<file path="config.mk">
export PLATFORM = sky130hd
export DESIGN_NAME = fetch_unit_flat
export DESIGN_NICKNAME = d
export VERILOG_FILES = /design/src/rtl/fetch_pkg.sv /design/src/rtl/fetch_if.sv /design/src/rtl/fetch_btb.sv /design/src/rtl/fetch_unit.sv /design/src/flat_wrapper.sv
export SDC_FILE = /design/constraint.sdc
export NUM_CORES = 1
export LEC_CHECK = 0
export BUFFER_PORTS_ARGS = -buffer_cell sky130_fd_sc_hd__buf_4
export CORE_MARGIN = 5
export CORE_UTILIZATION = 45
export DETAILED_ROUTE_END_ITERATION = 7
export PLACE_DENSITY = 0.67
export SLEW_MARGIN = 40
export SYNTH_ARGS = -nofsm -noshare
export SYNTH_HDL_FRONTEND = slang
export SYNTH_SLANG_ARGS = --single-unit
</file>
<file path="constraint.sdc">
create_clock -name clk -period 5.2 [get_ports clk]
set_input_delay 1.04 -clock clk [delete_from_list [all_inputs] [get_ports clk]]
set_output_delay 1.04 -clock clk [all_outputs]
set_load 0.005 [all_outputs]
</file>
<file path="src/rtl/fetch_pkg.sv">
// Shared types for the fetch stage: 2-bit predictor encodings, BTB entry layout and counter update.
package fetch_pkg;

  typedef enum logic [1:0] {
    SNT = 2'd0,
    WNT = 2'd1,
    WT  = 2'd2,
    ST  = 2'd3
  } ctr_e;

  localparam ctr_e CTR_ALLOC = WT;

  // Tag/target fields are sized for the widest supported address; narrower builds zero-extend.
  localparam int unsigned BTB_FIELD_W = 32;

  typedef struct packed {
    logic                   valid;
    logic [BTB_FIELD_W-1:0] tag;
    logic [BTB_FIELD_W-1:0] target;
    ctr_e                   ctr;
  } btb_entry_t;

  function automatic ctr_e ctr_next(input ctr_e cur, input logic taken);
    ctr_e nxt;
    unique case (cur)
      SNT:     nxt = taken ? WNT : SNT;
      WNT:     nxt = taken ? WT  : SNT;
      WT:      nxt = taken ? ST  : WNT;
      default: nxt = taken ? ST  : WT;
    endcase
    return nxt;
  endfunction

endpackage

</file>
<file path="src/rtl/fetch_if.sv">
// Fetch-stage bus: execute redirect/BTB training, instruction memory and decode-facing outputs.
interface fetch_if #(
  parameter int unsigned ADDR_W = 10,
  parameter int unsigned DATA_W = 32
) ();

  logic              hold;
  logic              redirect_valid;
  logic [ADDR_W-1:0] redirect_target;
  logic              btb_upd_valid;
  logic [ADDR_W-1:0] btb_upd_pc;
  logic              btb_upd_taken;
  logic [ADDR_W-1:0] btb_upd_target;
  logic [ADDR_W-1:0] imem_addr;
  logic [DATA_W-1:0] imem_rdata;
  logic [ADDR_W-1:0] if_pc;
  logic [ADDR_W-1:0] if_pc_plus1;
  logic [DATA_W-1:0] if_instr;
  logic              if_valid;
  logic              if_pred_taken;
  logic [ADDR_W-1:0] if_pred_target;

  modport slave (
    input  hold, redirect_valid, redirect_target,
    input  btb_upd_valid, btb_upd_pc, btb_upd_taken, btb_upd_target,
    input  imem_rdata,
    output imem_addr,
    output if_pc, if_pc_plus1, if_instr, if_valid, if_pred_taken, if_pred_target
  );

  modport master (
    output hold, redirect_valid, redirect_target,
    output btb_upd_valid, btb_upd_pc, btb_upd_taken, btb_upd_target,
    output imem_rdata,
    input  imem_addr,
    input  if_pc, if_pc_plus1, if_instr, if_valid, if_pred_taken, if_pred_target
  );

endinterface

</file>
<file path="src/rtl/fetch_btb.sv">
// Direct-mapped branch target buffer with 2-bit saturating taken counters.
// Lookup is combinational; updates land on the clock edge, so same-cycle lookups see old contents.
module fetch_btb
  import fetch_pkg::*;
#(
  parameter int unsigned ADDR_W      = 10,
  parameter int unsigned BTB_ENTRIES = 16
) (
  input  logic              clk,
  input  logic              rst,
  input  logic [ADDR_W-1:0] i_lk_pc,
  output logic              o_lk_taken,
  output logic [ADDR_W-1:0] o_lk_target,
  input  logic              i_upd_valid,
  input  logic [ADDR_W-1:0] i_upd_pc,
  input  logic              i_upd_taken,
  input  logic [ADDR_W-1:0] i_upd_target
);

  localparam int unsigned IDX_W = $clog2(BTB_ENTRIES);
  localparam int unsigned TAG_W = ADDR_W - IDX_W;

  btb_entry_t r_mem [BTB_ENTRIES];

  logic [IDX_W-1:0] w_lk_idx, w_upd_idx;
  logic [TAG_W-1:0] w_lk_tag, w_upd_tag;
  btb_entry_t       w_lk_ent, w_upd_ent;
  logic             w_lk_hit, w_upd_hit;
  logic             w_unused;

  assign w_lk_idx  = i_lk_pc[IDX_W-1:0];
  assign w_lk_tag  = i_lk_pc[ADDR_W-1:IDX_W];
  assign w_upd_idx = i_upd_pc[IDX_W-1:0];
  assign w_upd_tag = i_upd_pc[ADDR_W-1:IDX_W];

  assign w_lk_ent  = r_mem[w_lk_idx];
  assign w_upd_ent = r_mem[w_upd_idx];

  assign w_lk_hit  = w_lk_ent.valid && (w_lk_ent.tag == BTB_FIELD_W'(w_lk_tag));
  assign w_upd_hit = w_upd_ent.valid && (w_upd_ent.tag == BTB_FIELD_W'(w_upd_tag));

  assign o_lk_taken  = w_lk_hit & w_lk_ent.ctr[1];
  assign o_lk_target = o_lk_taken ? w_lk_ent.target[ADDR_W-1:0] : '0;

  // Upper target bits are always zero and the counter LSB does not affect the prediction.
  assign w_unused = ^{w_lk_ent.target, w_lk_ent.ctr, w_upd_ent.target};

  always_ff @(posedge clk) begin
    if (rst) begin
      for (int i = 0; i < int'(BTB_ENTRIES); i++) begin
        r_mem[i].valid <= 1'b0;
      end
    end else if (i_upd_valid) begin
      if (w_upd_hit) begin
        r_mem[w_upd_idx].ctr <= ctr_next(w_upd_ent.ctr, i_upd_taken);
        if (i_upd_taken) begin
          r_mem[w_upd_idx].target <= BTB_FIELD_W'(i_upd_target);
        end
      end else if (i_upd_taken) begin
        r_mem[w_upd_idx] <= '{valid:  1'b1,
                              tag:    BTB_FIELD_W'(w_upd_tag),
                              target: BTB_FIELD_W'(i_upd_target),
                              ctr:    CTR_ALLOC};
      end
    end
  end

endmodule

</file>
<file path="src/rtl/fetch_unit.sv">
// Instruction-fetch stage: next-PC selection (redirect > hold > BTB > sequential), start-up
// bubble and decode valid logic around a 1-cycle synchronous instruction memory.
module fetch_unit
  import fetch_pkg::*;
#(
  parameter int unsigned       ADDR_W      = 10,
  parameter int unsigned       DATA_W      = 32,
  parameter int unsigned       BTB_ENTRIES = 16,
  parameter logic [ADDR_W-1:0] RESET_PC    = '0
) (
  input logic   clk,
  input logic   rst,
  fetch_if.slave bus
);

  logic [ADDR_W-1:0] r_pc;
  logic              r_started;
  logic [ADDR_W-1:0] w_next_pc;
  logic              w_pred_taken;
  logic [ADDR_W-1:0] w_pred_target;
  logic [DATA_W-1:0] w_instr;

  fetch_btb #(
    .ADDR_W     (ADDR_W),
    .BTB_ENTRIES(BTB_ENTRIES)
  ) u_btb (
    .clk         (clk),
    .rst         (rst),
    .i_lk_pc     (r_pc),
    .o_lk_taken  (w_pred_taken),
    .o_lk_target (w_pred_target),
    .i_upd_valid (bus.btb_upd_valid),
    .i_upd_pc    (bus.btb_upd_pc),
    .i_upd_taken (bus.btb_upd_taken),
    .i_upd_target(bus.btb_upd_target)
  );

  // Memory is addressed by the next PC so its registered output lines up with r_pc.
  always_comb begin
    w_next_pc = r_pc + ADDR_W'(1);
    if (rst) begin
      w_next_pc = RESET_PC;
    end else if (!r_started) begin
      w_next_pc = r_pc;
    end else if (bus.redirect_valid) begin
      w_next_pc = bus.redirect_target;
    end else if (bus.hold) begin
      w_next_pc = r_pc;
    end else if (w_pred_taken) begin
      w_next_pc = w_pred_target;
    end
  end

  always_ff @(posedge clk) begin
    if (rst) begin
      r_pc      <= RESET_PC;
      r_started <= 1'b0;
    end else begin
      r_pc      <= w_next_pc;
      r_started <= 1'b1;
    end
  end

  assign w_instr = bus.imem_rdata;

  assign bus.imem_addr      = w_next_pc;
  assign bus.if_pc          = r_pc;
  assign bus.if_pc_plus1    = r_pc + ADDR_W'(1);
  assign bus.if_instr       = w_instr;
  assign bus.if_valid       = r_started & ~bus.redirect_valid & ~rst;
  assign bus.if_pred_taken  = w_pred_taken;
  assign bus.if_pred_target = w_pred_target;

endmodule

</file>
<file path="src/flat_wrapper.sv">
// flat-port wrapper written by rule: the top's interface ports become plain ports
module fetch_unit_flat import fetch_pkg::*;
#(
  parameter int unsigned       ADDR_W      = 10,
  parameter int unsigned       DATA_W      = 32,
  parameter int unsigned       BTB_ENTRIES = 16,
  parameter logic [ADDR_W-1:0] RESET_PC    = '0
)
  (clk, rst, bus_hold, bus_redirect_valid, bus_redirect_target, bus_btb_upd_valid, bus_btb_upd_pc, bus_btb_upd_taken, bus_btb_upd_target, bus_imem_rdata, bus_imem_addr, bus_if_pc, bus_if_pc_plus1, bus_if_instr, bus_if_valid, bus_if_pred_taken, bus_if_pred_target);
  fetch_if #(.ADDR_W(ADDR_W), .DATA_W(DATA_W)) bus_i ();
  input logic clk;
  input logic rst;
  input wire logic [$bits(bus_i.hold)-1:0] bus_hold;
  input wire logic [$bits(bus_i.redirect_valid)-1:0] bus_redirect_valid;
  input wire logic [$bits(bus_i.redirect_target)-1:0] bus_redirect_target;
  input wire logic [$bits(bus_i.btb_upd_valid)-1:0] bus_btb_upd_valid;
  input wire logic [$bits(bus_i.btb_upd_pc)-1:0] bus_btb_upd_pc;
  input wire logic [$bits(bus_i.btb_upd_taken)-1:0] bus_btb_upd_taken;
  input wire logic [$bits(bus_i.btb_upd_target)-1:0] bus_btb_upd_target;
  input wire logic [$bits(bus_i.imem_rdata)-1:0] bus_imem_rdata;
  output wire logic [$bits(bus_i.imem_addr)-1:0] bus_imem_addr;
  output wire logic [$bits(bus_i.if_pc)-1:0] bus_if_pc;
  output wire logic [$bits(bus_i.if_pc_plus1)-1:0] bus_if_pc_plus1;
  output wire logic [$bits(bus_i.if_instr)-1:0] bus_if_instr;
  output wire logic [$bits(bus_i.if_valid)-1:0] bus_if_valid;
  output wire logic [$bits(bus_i.if_pred_taken)-1:0] bus_if_pred_taken;
  output wire logic [$bits(bus_i.if_pred_target)-1:0] bus_if_pred_target;
  assign bus_i.hold = bus_hold;
  assign bus_i.redirect_valid = bus_redirect_valid;
  assign bus_i.redirect_target = bus_redirect_target;
  assign bus_i.btb_upd_valid = bus_btb_upd_valid;
  assign bus_i.btb_upd_pc = bus_btb_upd_pc;
  assign bus_i.btb_upd_taken = bus_btb_upd_taken;
  assign bus_i.btb_upd_target = bus_btb_upd_target;
  assign bus_i.imem_rdata = bus_imem_rdata;
  assign bus_imem_addr = bus_i.imem_addr;
  assign bus_if_pc = bus_i.if_pc;
  assign bus_if_pc_plus1 = bus_i.if_pc_plus1;
  assign bus_if_instr = bus_i.if_instr;
  assign bus_if_valid = bus_i.if_valid;
  assign bus_if_pred_taken = bus_i.if_pred_taken;
  assign bus_if_pred_target = bus_i.if_pred_target;
  fetch_unit #(.ADDR_W(ADDR_W), .DATA_W(DATA_W), .BTB_ENTRIES(BTB_ENTRIES), .RESET_PC(RESET_PC)) u_core (.clk(clk), .rst(rst), .bus(bus_i));
endmodule
</file>
* Word-level counts from Yosys, hierarchy flattened
Memory sizes are Yosys's and may differ from the RTL's. A register that Yosys moved wholly into a read port is not among the register bits.
Index checks and enable logic that the tools add are counted.
** Word-level totals
- Register bits :: 11
- Memory bits (writable) :: 304
- Word-level logic and storage cells :: 55
- Memories kept :: 1
** Operators by class
- Add/subtract/negate cells :: 1
- Equal/unequal tests :: 4
- Muxes and demuxes :: 36
- Bitwise logic cells :: 7
- Reductions and logical operators :: 4
** Memories
- u_core.u_btb.r_mem :: words 16, bits a word 19, rd ports 2, clocked after memory_dff 1, wr ports 16, RTL line fetch_btb.sv:23 : btb_entry_t r_mem [BTB_ENTRIES];
** Operators with widths (count)
- 10-bit 2-to-1 mux :: 7
- 32-bit by 6-bit equality test with 1-bit output :: 2
- 19-bit 2-to-1 mux :: 1
- 19-bit OR reduction :: 1
- 1-bit 2-to-1 mux :: 18
- 2-bit 2-to-1 mux :: 6
- 4-bit 2-to-1 mux :: 3
- 10-bit by 1-bit adder with 10-bit output, second input constant :: 1
- 2-bit one-hot mux with 3 select lines :: 1
- 1-bit AND :: 3
- 2-bit by 1-bit equality test with 1-bit output, second input constant :: 1
- 2-bit equality test, second input constant :: 1
- 1-bit logical AND :: 2
- 2-bit logical NOT :: 1
- 1-bit inverter :: 2
- 1-bit bitwise OR :: 2

* Depth between registers and ports, before layout
- Depth in word-level cells :: 10
- Mapped depth :: 12
- Depth with buffers taken out :: 9

* Modules after synthesis
Synthesis repeated with hierarchy kept, for this count alone.
** Unflattened totals
- Cells, all modules :: 841
- Area, all modules :: 14238.7 um^2
** By module, submodules not included
- fetch_btb :: instances 1, cells each 686, area each 13102.6 um^2, seq. area each 8968.6 um^2
- fetch_unit :: instances 1, cells each 155, area each 1136.1 um^2, seq. area each 220.2 um^2

* Worst setup path before layout
OpenSTA, ideal clock, no wires.
- Kind :: in2reg
- Start point :: input port bus_btb_upd_pc[0]
- End point :: memory u_core.u_btb.r_mem[0][12] in the netlist's numbering, enable pin
- Arrival :: 3894 ps
- Required time :: 4823 ps
- Setup slack :: 929 ps
- Cell stages on the path :: 12
- Path buffers :: 4
- Cells stage by stage :: buf_6 > buf_4 > mux4_2 > mux4_2 > xnor2_1 > nand4_1 > nor4_1 > or2_1 > clkbuf_2 > or3_1 > buf_4 > nor3_1
** RTL lines
- from (decl) :: RTL line flat_wrapper.sv:17 : input wire logic [$bits(bus_i.btb_upd_pc)-1:0] bus_btb_upd_pc;
- to (decl) :: RTL line fetch_btb.sv:23

* Worst setup path in the final report
- Start point :: register u_core.r_pc[0] (netlist: u_core.bus.if_pc[0])
- End point :: output port bus_imem_addr[8]
** On the way
- Longest elaborated chain between the ends :: 6
** RTL lines
- from (decl) :: RTL line fetch_unit.sv:16 : logic [ADDR_W-1:0] r_pc;
- from (signal assigned) :: RTL line fetch_unit.sv:59 : r_pc <= w_next_pc;
- 10-bit by 1-bit adder with 10-bit output :: RTL line fetch_unit.sv:40 : w_next_pc = r_pc + ADDR_W'(1);
- 10-bit 2-to-1 mux :: RTL line fetch_unit.sv:49 : end else if (w_pred_taken) begin
- 10-bit 2-to-1 mux :: RTL line fetch_unit.sv:47 : end else if (bus.hold) begin
- 10-bit 2-to-1 mux :: RTL line fetch_unit.sv:45 : end else if (bus.redirect_valid) begin
- 10-bit 2-to-1 mux :: RTL line fetch_unit.sv:43 : end else if (!r_started) begin
- 10-bit 2-to-1 mux :: RTL line fetch_unit.sv:41 : if (rst) begin
- to (decl) :: RTL line flat_wrapper.sv:21 : output wire logic [$bits(bus_i.imem_addr)-1:0] bus_imem_addr;
Every way passes these cells.

==> results.cfg <==
[synth]
synth-xor-area-share_pct = 1.107
postSynthCellCount = 816
synth_top_area_share_pct = 60.73
synth_cell_type_count = 55
synthTopCellsByArea = edfxtp_1 61%, mux4_2 17%, dfxtp_1 3.8%
ys_top_cells_by_count = 288 x edfxtp_1, 107 x mux4_2, 60 x nor2_1
synthSimpleGateAreaFrac_pct = 5.157
synth_compound_area_share_pct = 4.261
synth_ff_type = edfxtp_1
seq_area_frac_synth_pct = 64.52
synth_edf_count = 288
postSynth.asyncResetShare_pct = 0
synth_most_common_cell = edfxtp_1
syn_area_um2 = 14240
syn_avg_cell_area_um2 = 17.45
synthMuxAreaShare_pct = 20.74
ys_warn_count = 0
synth_top_family_by_area = multiplexers
synth_seq_cells = 315
synth-adder-area-share_pct = 0.1581
synth_top_area_cell = edfxtp_1
syn_nets = 885

[route]
wl_met1_um = 14250
first_pass_iters = 5
drt_iter0_markers = 803
wl_met2_um = 17520
wl_met3_um = 2686
vias = 8037
avgViaCountPerCell = 6.173
wl_per_cell_um = 27.20
ant_nets = 0
wl_um = 35410
drc = 0
top_layer_used = met4

[sta]
finalCritPeriodShare_pct = 93.27
holdWs_ns = 0.4874
fin_skew_ns = 0.01647
slew_violations = 0
setup_viol_count_final = 0
tightest_slew_ns = 0.8318
rsz0062_at_grt = false
relSlewSlack_pct = 44.34
hold_viol = 0
min_period_ns = 4.850
max_freq_mhz = 206.2
setup_tns_ns = 0

[final_layout]
filler_cell_count = 2489
diodes = 0
post_route_cells_drive_above_1_share_pct = 31.78
syn2layout_area_growth_pct = 13.83
nNetsFinal = 943

[power_and_ir_drop]
p_leak_nw = 5.317
ir_drop_v = 0.0002183
power.density_nw_per_um2 = 347.0
finalPower_mw = 5.626

[min_path]
holdCritStartpoint = u_core.u_btb.r_mem[8][18]
hp-class = reg -> reg
min_path_cells = 1
whs_endpoint = u_core.u_btb.r_mem[8][18]

[grt]
grt_pass1_vias = 8057
antenna_found_initial = 0
grt_max_degree = 46
grt_pass1_wl_um = 52710
grt_usage_pct = 19.80
grt-ovfl-total = 0

[cts]
clk_latency_ns = 0.52
htreeDepth = 2
cts-root-buf = clkbuf_16
cts_sinks = 315
clkTransAtPathRegs_ns = 0.06
clockBufferDepth = 3
cts_tree = done
cts_made_buffers = 34

[worst_setup_path]
cp.required_ns = 4.16
crit_path_max_fanout = 14
r2r_slack_ns = 1.49
cp-end-kind = primary output
worstReg2RegStart = u_core.u_btb.r_mem[0][12]
worstRegToRegCells = 9
cp-start-kind = register
critical_path_class = reg -> out
r2r-end = u_core.u_btb.r_mem[12][15]
critPathArrivalTime_ns = 3.81

[place]
dp_hpwl_um = 24230
portBuffers = 77
gp_congestion = 0.8659

[die]
die_h_um = 187.9
die_area_um2 = 35300
start_util_pct = 45.36
rows = 65
fp.coreArea_um2 = 31390
die_w_um = 187.9
ios = 142

[outcome]
status = complete, no violations

[job]
max_cap_viol_count = 0
## power breakdown
group / internal (mW) / switching (mW)
clock network: 1.37 / 0.969
logic: 0.211 / 0.247
registers: 2.79 / 0.0367
total: 4.37 / 1.25
## through the flow
step                setup WS (ns)  instance area, um2  utilization [%]  instances
detailed placement         0.2722               15060            47.96       1239
finish                     0.3501               16210            51.64       1302
global placement           0.3996               15040            47.91       1239
global route               0.1059               16210            51.64       1302
CTS                        0.2461               16170            51.49       1301
floorplan                  0.9289               14240                -        816
## critical path, stage by stage, from the launching register on
cell,delay [ns]
dfxtp_4,0.56
buf_16,0.21
mux4_2,0.50
mux2i_1,0.15
mux2i_1,0.19
xnor2_1,0.25
and4_1,0.50
nand2_1,0.13
inv_1,0.22
o211ai_1,0.16
a21oi_1,0.24
buf_4,0.16
## cell families (layout without fill, tap and decap cells)
kind of cell	after synthesis	count (layout)
AOI/OAI and AO/OA	84	84
xor gates and xnor gates	18	18
adders and majority gates	2	2
buffers and inverters	101	185
DFF	315	315
muxes	138	138
and+or+nand+nor	158	158
## how the worst max path moves through the flow
stage / slack, ns / cells after the start / to / startpoint
3_3_place_gp: 0.40 / 8 / u_core.u_btb.r_mem[8][0] / bus_btb_upd_pc[0]
6_report: 0.35 / 11 / bus_imem_addr[8] / u_core.bus.if_pc[0]
4_1_cts: 0.25 / 10 / bus_imem_addr[9] / u_core.bus.if_pc[0]
3_5_place_dp: 0.27 / 9 / u_core.u_btb.r_mem[0][14] / bus_btb_upd_pc[0]
2_1_floorplan: 0.93 / 12 / u_core.u_btb.r_mem[0][12] / bus_btb_upd_pc[0]
5_1_grt: 0.11 / 10 / bus_imem_addr[7] / u_core.bus.if_pc[0]
## area by class of cell
type	count	area, um2	area share, %
Tap cell	402	503.0	3.103
Multi-Input combinational cell	400	4514	27.85
Clock buffer	52	978.4	6.036
Clock inverter	10	130.1	0.8027
Timing Repair Buffer	108	830.8	5.125
Inverter	15	56.30	0.3473
Sequential cell	315	9198	56.74
## sequential cells by signal, summed over array words and instances, names as in the netlist
signal,flops
u_core.u_btb.r_mem,304
u_core.r_started,1
u_core.bus.if_pc,10
## cells in the final DEF, fill, tap and decap left out, types with 3 or more instances in the layout
cell	instances
a211oi_1	4
a21o_1	13
a21oi_1	15
a22oi_1	8
a311oi_1	4
a31oi_1	4
and2_1	3
and3_1	8
buf_4	107
clkbuf_1	12
clkbuf_16	34
clkbuf_8	6
clkinvlp_4	3
dfxtp_1	24
edfxtp_1	288
inv_1	14
mux2_2	5
mux2i_1	12
mux4_1	14
mux4_2	107
nand2_1	33
nand3_1	19
nand3b_1	3
nand4_1	9
nor2_1	51
nor2_2	9
nor2b_1	7
nor3_1	3
o211ai_1	6
o21ai_0	10
o2bb2ai_1	3
or3_1	5
xnor2_1	10
xor2_1	8
## routing by layer
metal  global-route usage [%]  vias to the layer above
met2                    32.20                      390
met4                    5.901                        0
met5                        0                        -
met3                    4.263                       75
li1                         -                     3411
met1                    27.20                     4161
## what timing repair did
action                                  CTS  global route
hold buffers                              0             0
buffers inserted                          0             1
endpoints found under the setup margin    0             4
gates resized for setup                   0             0
(Power assumes the default switching activity.)
